File: src/rtl/fifo_wr_arbiter.sv
// Round-robin arbiter granting one requester at a time ownership of a FIFO write port
// for a burst of up to MaxBurst beats, tagging each written word with the owner index.
module fifo_wr_arbiter #(
  parameter  int DataWidth = 32,
  parameter  int NumReq    = 4,
  parameter  int MaxBurst  = 4,
  localparam int IdWidth   = $clog2(NumReq),
  localparam int CntWidth  = $clog2(MaxBurst + 1)
) (
  input  logic                          clk,
  input  logic                          rst,
  input  logic [NumReq-1:0]             reqValid,
  input  logic [NumReq*DataWidth-1:0]   reqData,
  input  logic [NumReq-1:0]             reqLast,
  output logic [NumReq-1:0]             reqReady,
  input  logic                          full,
  output logic                          writeEn,
  output logic [IdWidth+DataWidth-1:0]  writeData,
  output logic                          grantValid,
  output logic [IdWidth-1:0]            grantId,
  output logic                          dbg_state
);

  // Handshake: a beat from requester i transfers in any cycle where reqValid[i] and
  // reqReady[i] are both high; reqReady is only offered to the current owner, and only
  // while the FIFO is not full, so writeEn is exactly that transfer condition.

  typedef enum logic {
    IDLE  = 1'b0,
    BURST = 1'b1
  } state_e;

  state_e                state_q, state_d;
  logic [IdWidth-1:0]    rr_ptr_q, rr_ptr_d;
  logic [IdWidth-1:0]    owner_q, owner_d;
  logic [CntWidth-1:0]   beat_cnt_q, beat_cnt_d;

  logic [IdWidth-1:0]    pick_id;
  logic                  pick_valid;
  logic [IdWidth-1:0]    scan_idx;
  logic                  owner_valid;
  logic                  owner_last;
  logic [DataWidth-1:0]  owner_data;
  logic                  in_burst;
  logic                  write_en;
  logic                  last_beat;

  // Rotating scan starting at rr_ptr; NumReq is a power of two so the index wraps for free.
  always_comb begin
    pick_id    = '0;
    pick_valid = 1'b0;
    scan_idx   = '0;
    for (int i = 0; i < NumReq; i++) begin
      scan_idx = rr_ptr_q + IdWidth'(i);
      if (!pick_valid && reqValid[scan_idx]) begin
        pick_id    = scan_idx;
        pick_valid = 1'b1;
      end
    end
  end

  always_comb begin
    owner_valid = 1'b0;
    owner_last  = 1'b0;
    owner_data  = '0;
    for (int i = 0; i < NumReq; i++) begin
      if (owner_q == IdWidth'(i)) begin
        owner_valid = reqValid[i];
        owner_last  = reqLast[i];
        owner_data  = reqData[i*DataWidth +: DataWidth];
      end
    end
  end

  // Reset masks the write path combinationally so an aborted burst never writes.
  assign in_burst  = (state_q == BURST) && !rst;
  assign write_en  = in_burst && owner_valid && !full;
  assign last_beat = owner_last || (beat_cnt_q == CntWidth'(MaxBurst - 1));

  always_ff @(posedge clk) begin
    if (rst) begin
      state_q    <= IDLE;
      rr_ptr_q   <= '0;
      owner_q    <= '0;
      beat_cnt_q <= '0;
    end else begin
      state_q    <= state_d;
      rr_ptr_q   <= rr_ptr_d;
      owner_q    <= owner_d;
      beat_cnt_q <= beat_cnt_d;
    end
  end

  always_comb begin
    state_d    = state_q;
    rr_ptr_d   = rr_ptr_q;
    owner_d    = owner_q;
    beat_cnt_d = beat_cnt_q;
    case (state_q)
      IDLE: begin
        if (pick_valid) begin
          owner_d    = pick_id;
          beat_cnt_d = '0;
          state_d    = BURST;
        end
      end
      BURST: begin
        if (write_en) begin
          beat_cnt_d = beat_cnt_q + CntWidth'(1);
          if (last_beat) begin
            state_d  = IDLE;
            rr_ptr_d = owner_q + IdWidth'(1);
          end
        end
      end
      default: state_d = IDLE;
    endcase
  end

  always_comb begin
    reqReady   = '0;
    grantValid = in_burst;
    grantId    = in_burst ? owner_q : '0;
    if (in_burst) begin
      reqReady[owner_q] = !full;
    end
    writeEn    = write_en;
    writeData  = {owner_q, owner_data};
    dbg_state  = state_q;
  end

endmodule

File: config.mk
export PLATFORM = sky130hd
export DESIGN_NAME = fifo_wr_arbiter
export DESIGN_NICKNAME = d
export VERILOG_FILES = /design/src/rtl/fifo_wr_arbiter.sv
export SDC_FILE = /design/constraint.sdc
export NUM_CORES = 1
export LEC_CHECK = 0
export BUFFER_PORTS_ARGS = -buffer_cell sky130_fd_sc_hd__buf_2
export CAP_MARGIN = 10
export CORE_ASPECT_RATIO = 0.9
export CORE_MARGIN = 2
export CORE_UTILIZATION = 38
export CTS_BUF_LIST = sky130_fd_sc_hd__clkbuf_8 sky130_fd_sc_hd__clkbuf_16
export CTS_CLUSTER_DIAMETER = 50
export DETAILED_ROUTE_END_ITERATION = 7
export GPL_TIMING_DRIVEN = 0
export PLACE_DENSITY = 0.87
export SETUP_SLACK_MARGIN = 0.4
export SYNTH_ARGS = -nofsm -noshare
export SYNTH_HDL_FRONTEND = slang
export SYNTH_SLANG_ARGS = --single-unit
File: constraint.sdc
create_clock -name clk -period 3.26 [get_ports clk]
set_input_delay 0.652 -clock clk [delete_from_list [all_inputs] [get_ports clk]]
set_output_delay 0.652 -clock clk [all_outputs]
set_load 0.05 [all_outputs]
# Word level (Yosys, flattened, before mapping)
# Cells that the tools add are included.
# word_totals
register_bits	8
in_bits	139
wordCells	79
mem_bits_ro	0
ram_bits	0
memories	0
latchBits	0
# classes
muxes	39
div	0
addsub	5
mul	0
n_lt_le_gt_ge	6
eq_ne	6
bitwise	2
shifts	0
n_reduce_logical	17
# op_table
op	count
$mux W32	4
$mux W1	20
$lt A2 B3 Y1 const B	5
$mux W2	5
$bmux W1 S2	4
$logic_and A1 B1 Y1	7
$mux W3	2
$pmux W3 S2	1
$logic_not A1 Y1	5
$add A2 B1 Y2 const B	2
$add A2 B2 Y2 const B	2
$and A4 B4 Y4	1
$eq A2 B2 Y1 const B	2
$mux W4	1
$ne A2 B2 Y1 const B	2
$reduce_and A2 Y1	2
$add A3 B1 Y3 const B	1
$eq A3 B2 Y1 const B	1
$reduce_and A3 Y1	1
$demux W1 S2	1
$eq A2 B1 Y1 const B	1
$ge A2 B1 Y1 const B	1
$logic_not A2 Y1	1
$pmux W1 S2	1
other kinds (2)	2

# Longest topological paths before layout
# logic_depth
ltp_word	14
depth_mapped	8

# Worst setup path after synthesis
# No wires, ideal clock.
# synth_timing
path_type	reg2out
start	register owner_q[1]
end	output writeData[3]
setup_slack_ps	-290
required_ps	2608
path_buffers	3
path_stages_with_launch	7
arrival_time_ps	2898
cell_sequence	dfxtp_1 -> ha_1 -> clkbuf_1 -> clkbuf_1 -> buf_1 -> a21oi_1 -> o21ai_0
# synth_between
elab_chain_len	5
word_cells_on_any_way	8
classes_between	3 x eq/ne; 4 x mux; 1 x reduce/logical
# synth_lines
element	line_no	source
start, declared	35	logic [IdWidth-1:0] owner_q, owner_d;
start signal, assigned	89	owner_q <= owner_d;
$logic_not A2 Y1	67	if (owner_q == IdWidth'(i)) begin
$mux W32 (3 in series)	67	
$mux W32 *	67	
end, declared	18	output logic [IdWidth+DataWidth-1:0] writeData,
# Every way passes the cells marked *; elsewhere a longest branch is shown, timed or not.

# Worst setup path after layout
# layout_timing
start	register owner_q[0]
end	output writeEn
# layout_between
elab_chain_len	7
word_cells_on_any_way	10
classes_between	3 x eq/ne; 4 x mux; 3 x reduce/logical
# layout_lines
element	line_no	source
$logic_not A2 Y1	67	
$mux W1 (3 in series)	67	
$mux W1 *	67	
$logic_and A1 B1 Y1 * (2 in series)	77	assign write_en = in_burst && owner_valid && !full;
end, declared	17	output logic writeEn,
# Marks and branches as above.

==> results.tsv <==
stage	metric	value	unit
status	status	finished, final reports clean	
synth	Syn. warnings	0	
synth	most frequent cells after synthesis	73 x a21oi_1, 67 x nand2_1, 34 x nand3b_1	
global_route	total gr overflow	0	
placement	Final HPWL DP	6200	um
synth	top-count cell post-synth	a21oi_1	
synth	Synth Net Count	439	
synth	share of the synthesized area in the top cell type	0.217	
pwr	P_leak	0.00152	uW
detailed_routing	Initial DRC Count	104	
synth	EDFF count, synth	0	
clock_network	CTS max path bufs	2	
final_layout	area grow syn2layout	86.7	%
sta	relative slew slack	0.714	
sta	final setup margin	0.476	ns
synth	#FFs+latches synth	8	
pwr	reported net switching power	465	uW
synth	Post-synth ARST share	0	
worst_setup_path	worst reg2reg startpoint	owner_q[0]	
clock_network	Skew-Pair Late Insertion Delay	0.23	ns
pwr	switching share of power	0.523	
die	Starting Density	0.405	
final_layout	fill count	347	
final_layout	diode count	0	
detailed_routing	Vias	2849	
detailed_routing	routed vias/inst	5.30	
pwr	internal power	424	uW
die	Die Footprint	0.00498	mm^2
final_layout	layout cells sized above 1	0.517	
clock_network	Setup Fix Bufs, Post-CTS	0	
worst_setup_path	arrival time of the worst setup path	2.13	ns
worst_setup_path	R2R Path End	rr_ptr_q[1]	
die	num rows	22	
synth	Post-synth top flop	dfxtp_1	
sta	Tmin final	2.78	ns
synth	Avg Cell Area, Syn	5.73	um^2
pwr	Overall Power	888	uW
detailed_routing	Routed Antenna Nets	0	
pwr	Gate power share	0.744	
sta	skew final	0.00143	ns
worst_setup_path	Worst setup SP type	flip-flop	
worst_setup_path	Setup crit end kind	output pin	
global_route	first-pass GRT wire length	11700	um
synth	Netlist cell types	30	
die	die height	67.2	um
sta	measured slew at the worst slew-check pin	0.428	ns
sta	FMAX	359	MHz
synth	Yosys top cell by area	a21oi_1	
global_route	vias in the first global route	2802	
pwr	Flop pwr share	0.120	
die	IO Count	182	
die	die width	74.2	um
die	core area	0.00416	mm^2
clock_network	clk slew on worst S/H paths	0.04	ns
hold_path	Hold Path Depth	2	
placement	IO buf count	181	
synth	synth top area cells	a21oi_1 22%, nand3b_1 15%, nand2_1 15%	
detailed_routing	Wirelength per Cell	14.2	um
hold_path	hold path start	beat_cnt_q[1]	
placement	routability cong.	0.856	
worst_setup_path	setup slack, reg-to-reg	1.17	ns
detailed_routing	DR pass1 iterations	4	
synth	post-synthesis sequential area ratio	0.0951	
sta	unrepaired setup endpoints after global routing	yes	
sta	Setup Viol. Count Final	0	
detailed_routing	DRC errors left	0	
worst_setup_path	CP required	2.61	ns
final_layout	Post-layout nets	625	
sta	final hold viol count	0	
pwr	clock power share	0.137	
clock_network	TritonCTS Sinks	8	
worst_setup_path	Worst Reg2Reg Path Length in Cells	5	
clock_network	Clock Tree Root	clkbuf_8	
detailed_routing	final WL	7650	um
global_route	initial antenna violation count	0	
pwr	P per Cell Area	283	mW/mm^2
synth	cell count after synthesis	294	
global_route	largest net degree at the start of global routing	11	
sta	period utilization	0.854	
hold_path	HP Class	flip-flop to flip-flop	
placement	dpl ws	0.220	ns
sta	Hold WS	0.474	ns
clock_network	TritonCTS Buffers	3	
clock_network	H-tree depth	1	
hold_path	hold endpoint	beat_cnt_q[1]	
worst_setup_path	CP Class	flip-flop to output pin	
global_route	global-route usage over all layers	0.295	
pwr	worst vdd ir	0.175	mV
sta	Final TNS setup	0	ns
run	MaxCap Viol Count	0	
synth	synthesized area	0.00168	mm^2
worst_setup_path	Worst Path Max Fanout	7	
sta	Slew Limit Fails	0	
clock_network	CTS tree	built	
[worst max path at each step]
stage | to | startpoint | cells past startpoint | slack (ns)
after CTS | writeData[9] | owner_q[0] | 9 | 0.40
after detailed placement | writeData[20] | owner_q[0] | 6 | 0.22
after floorplan | writeData[3] | owner_q[1] | 6 | 0.33
after global placement | writeData[20] | owner_q[0] | 6 | 0.22
final | writeEn | owner_q[0] | 5 | 0.48
after global routing | writeData[4] | owner_q[0] | 9 | 0.37
[power groups by stage]
stage | Combinational (uW) | Sequential [uW] | Clock (uW)
floorplan | 448 | 114 | 0
global placement | 624 | 107 | 0
detailed placement | 630 | 107 | 0
CTS | 650 | 106 | 121
global route | 703 | 107 | 128
finish | 661 | 106 | 121
[registers in the layout, summed over array words and instances, names as in the netlist]
signal,flops
owner_q,2
dbg_state,1
beat_cnt_q,3
rr_ptr_q,2
[repair_timing]
item	in CTS	in global routing
pin swaps	0	0
hold buffers	0	0
setup endpoints to repair	35	33
gates resized for setup	34	30
[area by class of cell]
type | count | area [um^2] | share of cell area
well taps | 60 | 75.1 | 0.0239
inverters | 8 | 30.0 | 0.00955
flip-flops and latches | 8 | 163 | 0.0517
plain buffers | 27 | 154 | 0.0489
clock buffers | 3 | 41.3 | 0.0131
multi-input cells | 251 | 1730 | 0.550
repair buffers | 181 | 951 | 0.302
[cell families (layout without fill, tap and decap cells)]
logic type,after synthesis,count (layout),share of synthesized area
AOI/OAI and AO/OA,117,117,0.370
adders and majority gates,6,6,0.0446
buffers and inverters,35,219,0.0787
DFF,8,8,0.0951
muxes,3,3,0.0208
and+or+nand+nor,125,125,0.391
[placed cells by master, fill, tap and decap left out, types with 2 or more instances in the layout]
cell type	synthesis	final
buf_4	0	14
nand2_1	67	67
dfxtp_2	0	2
o21ai_4	0	28
nand4_1	3	3
nand3b_1	34	34
o21ai_0	4	3
buf_2	1	174
nor2b_1	2	2
o21ai_2	0	4
a21oi_1	73	72
and2_1	7	7
clkbuf_1	17	2
clkbuf_4	0	13
mux2i_1	2	2
clkbuf_2	0	4
inv_1	8	8
ha_1	6	6
nand2b_1	3	3
a21o_1	3	3
dfxtp_1	8	6
clkbuf_8	0	3
and3_1	2	2
nor2_1	3	3
[per-layer routing]
metal / routed length, um / part of all wire / GRT usage
met1: 3020 / 0.40 / 0.343
met5: 0 / 0 / 0
met2: 3820 / 0.50 / 0.531
met4: 207 / 0.027 / 0.123
met3: 602 / 0.079 / 0.0507
[through the flow]
stage          std cells   util  cell area [um^2]
2_1_floorplan        294      -              2020
3_3_place_gp         535  0.721              3000
3_5_place_dp         535  0.721              3000
4_1_cts              538  0.746              3100
5_1_grt              538  0.756              3140
6_report             538  0.756              3140
[critical path, cell delays in order (launching register included)]
cell      delay, ns
dfxtp_2        0.35
ha_1           0.29
or4b_4         0.57
a221o_1        0.36
nand2_1        0.09
clkbuf_4       0.23
(Power assumes the default switching activity.)
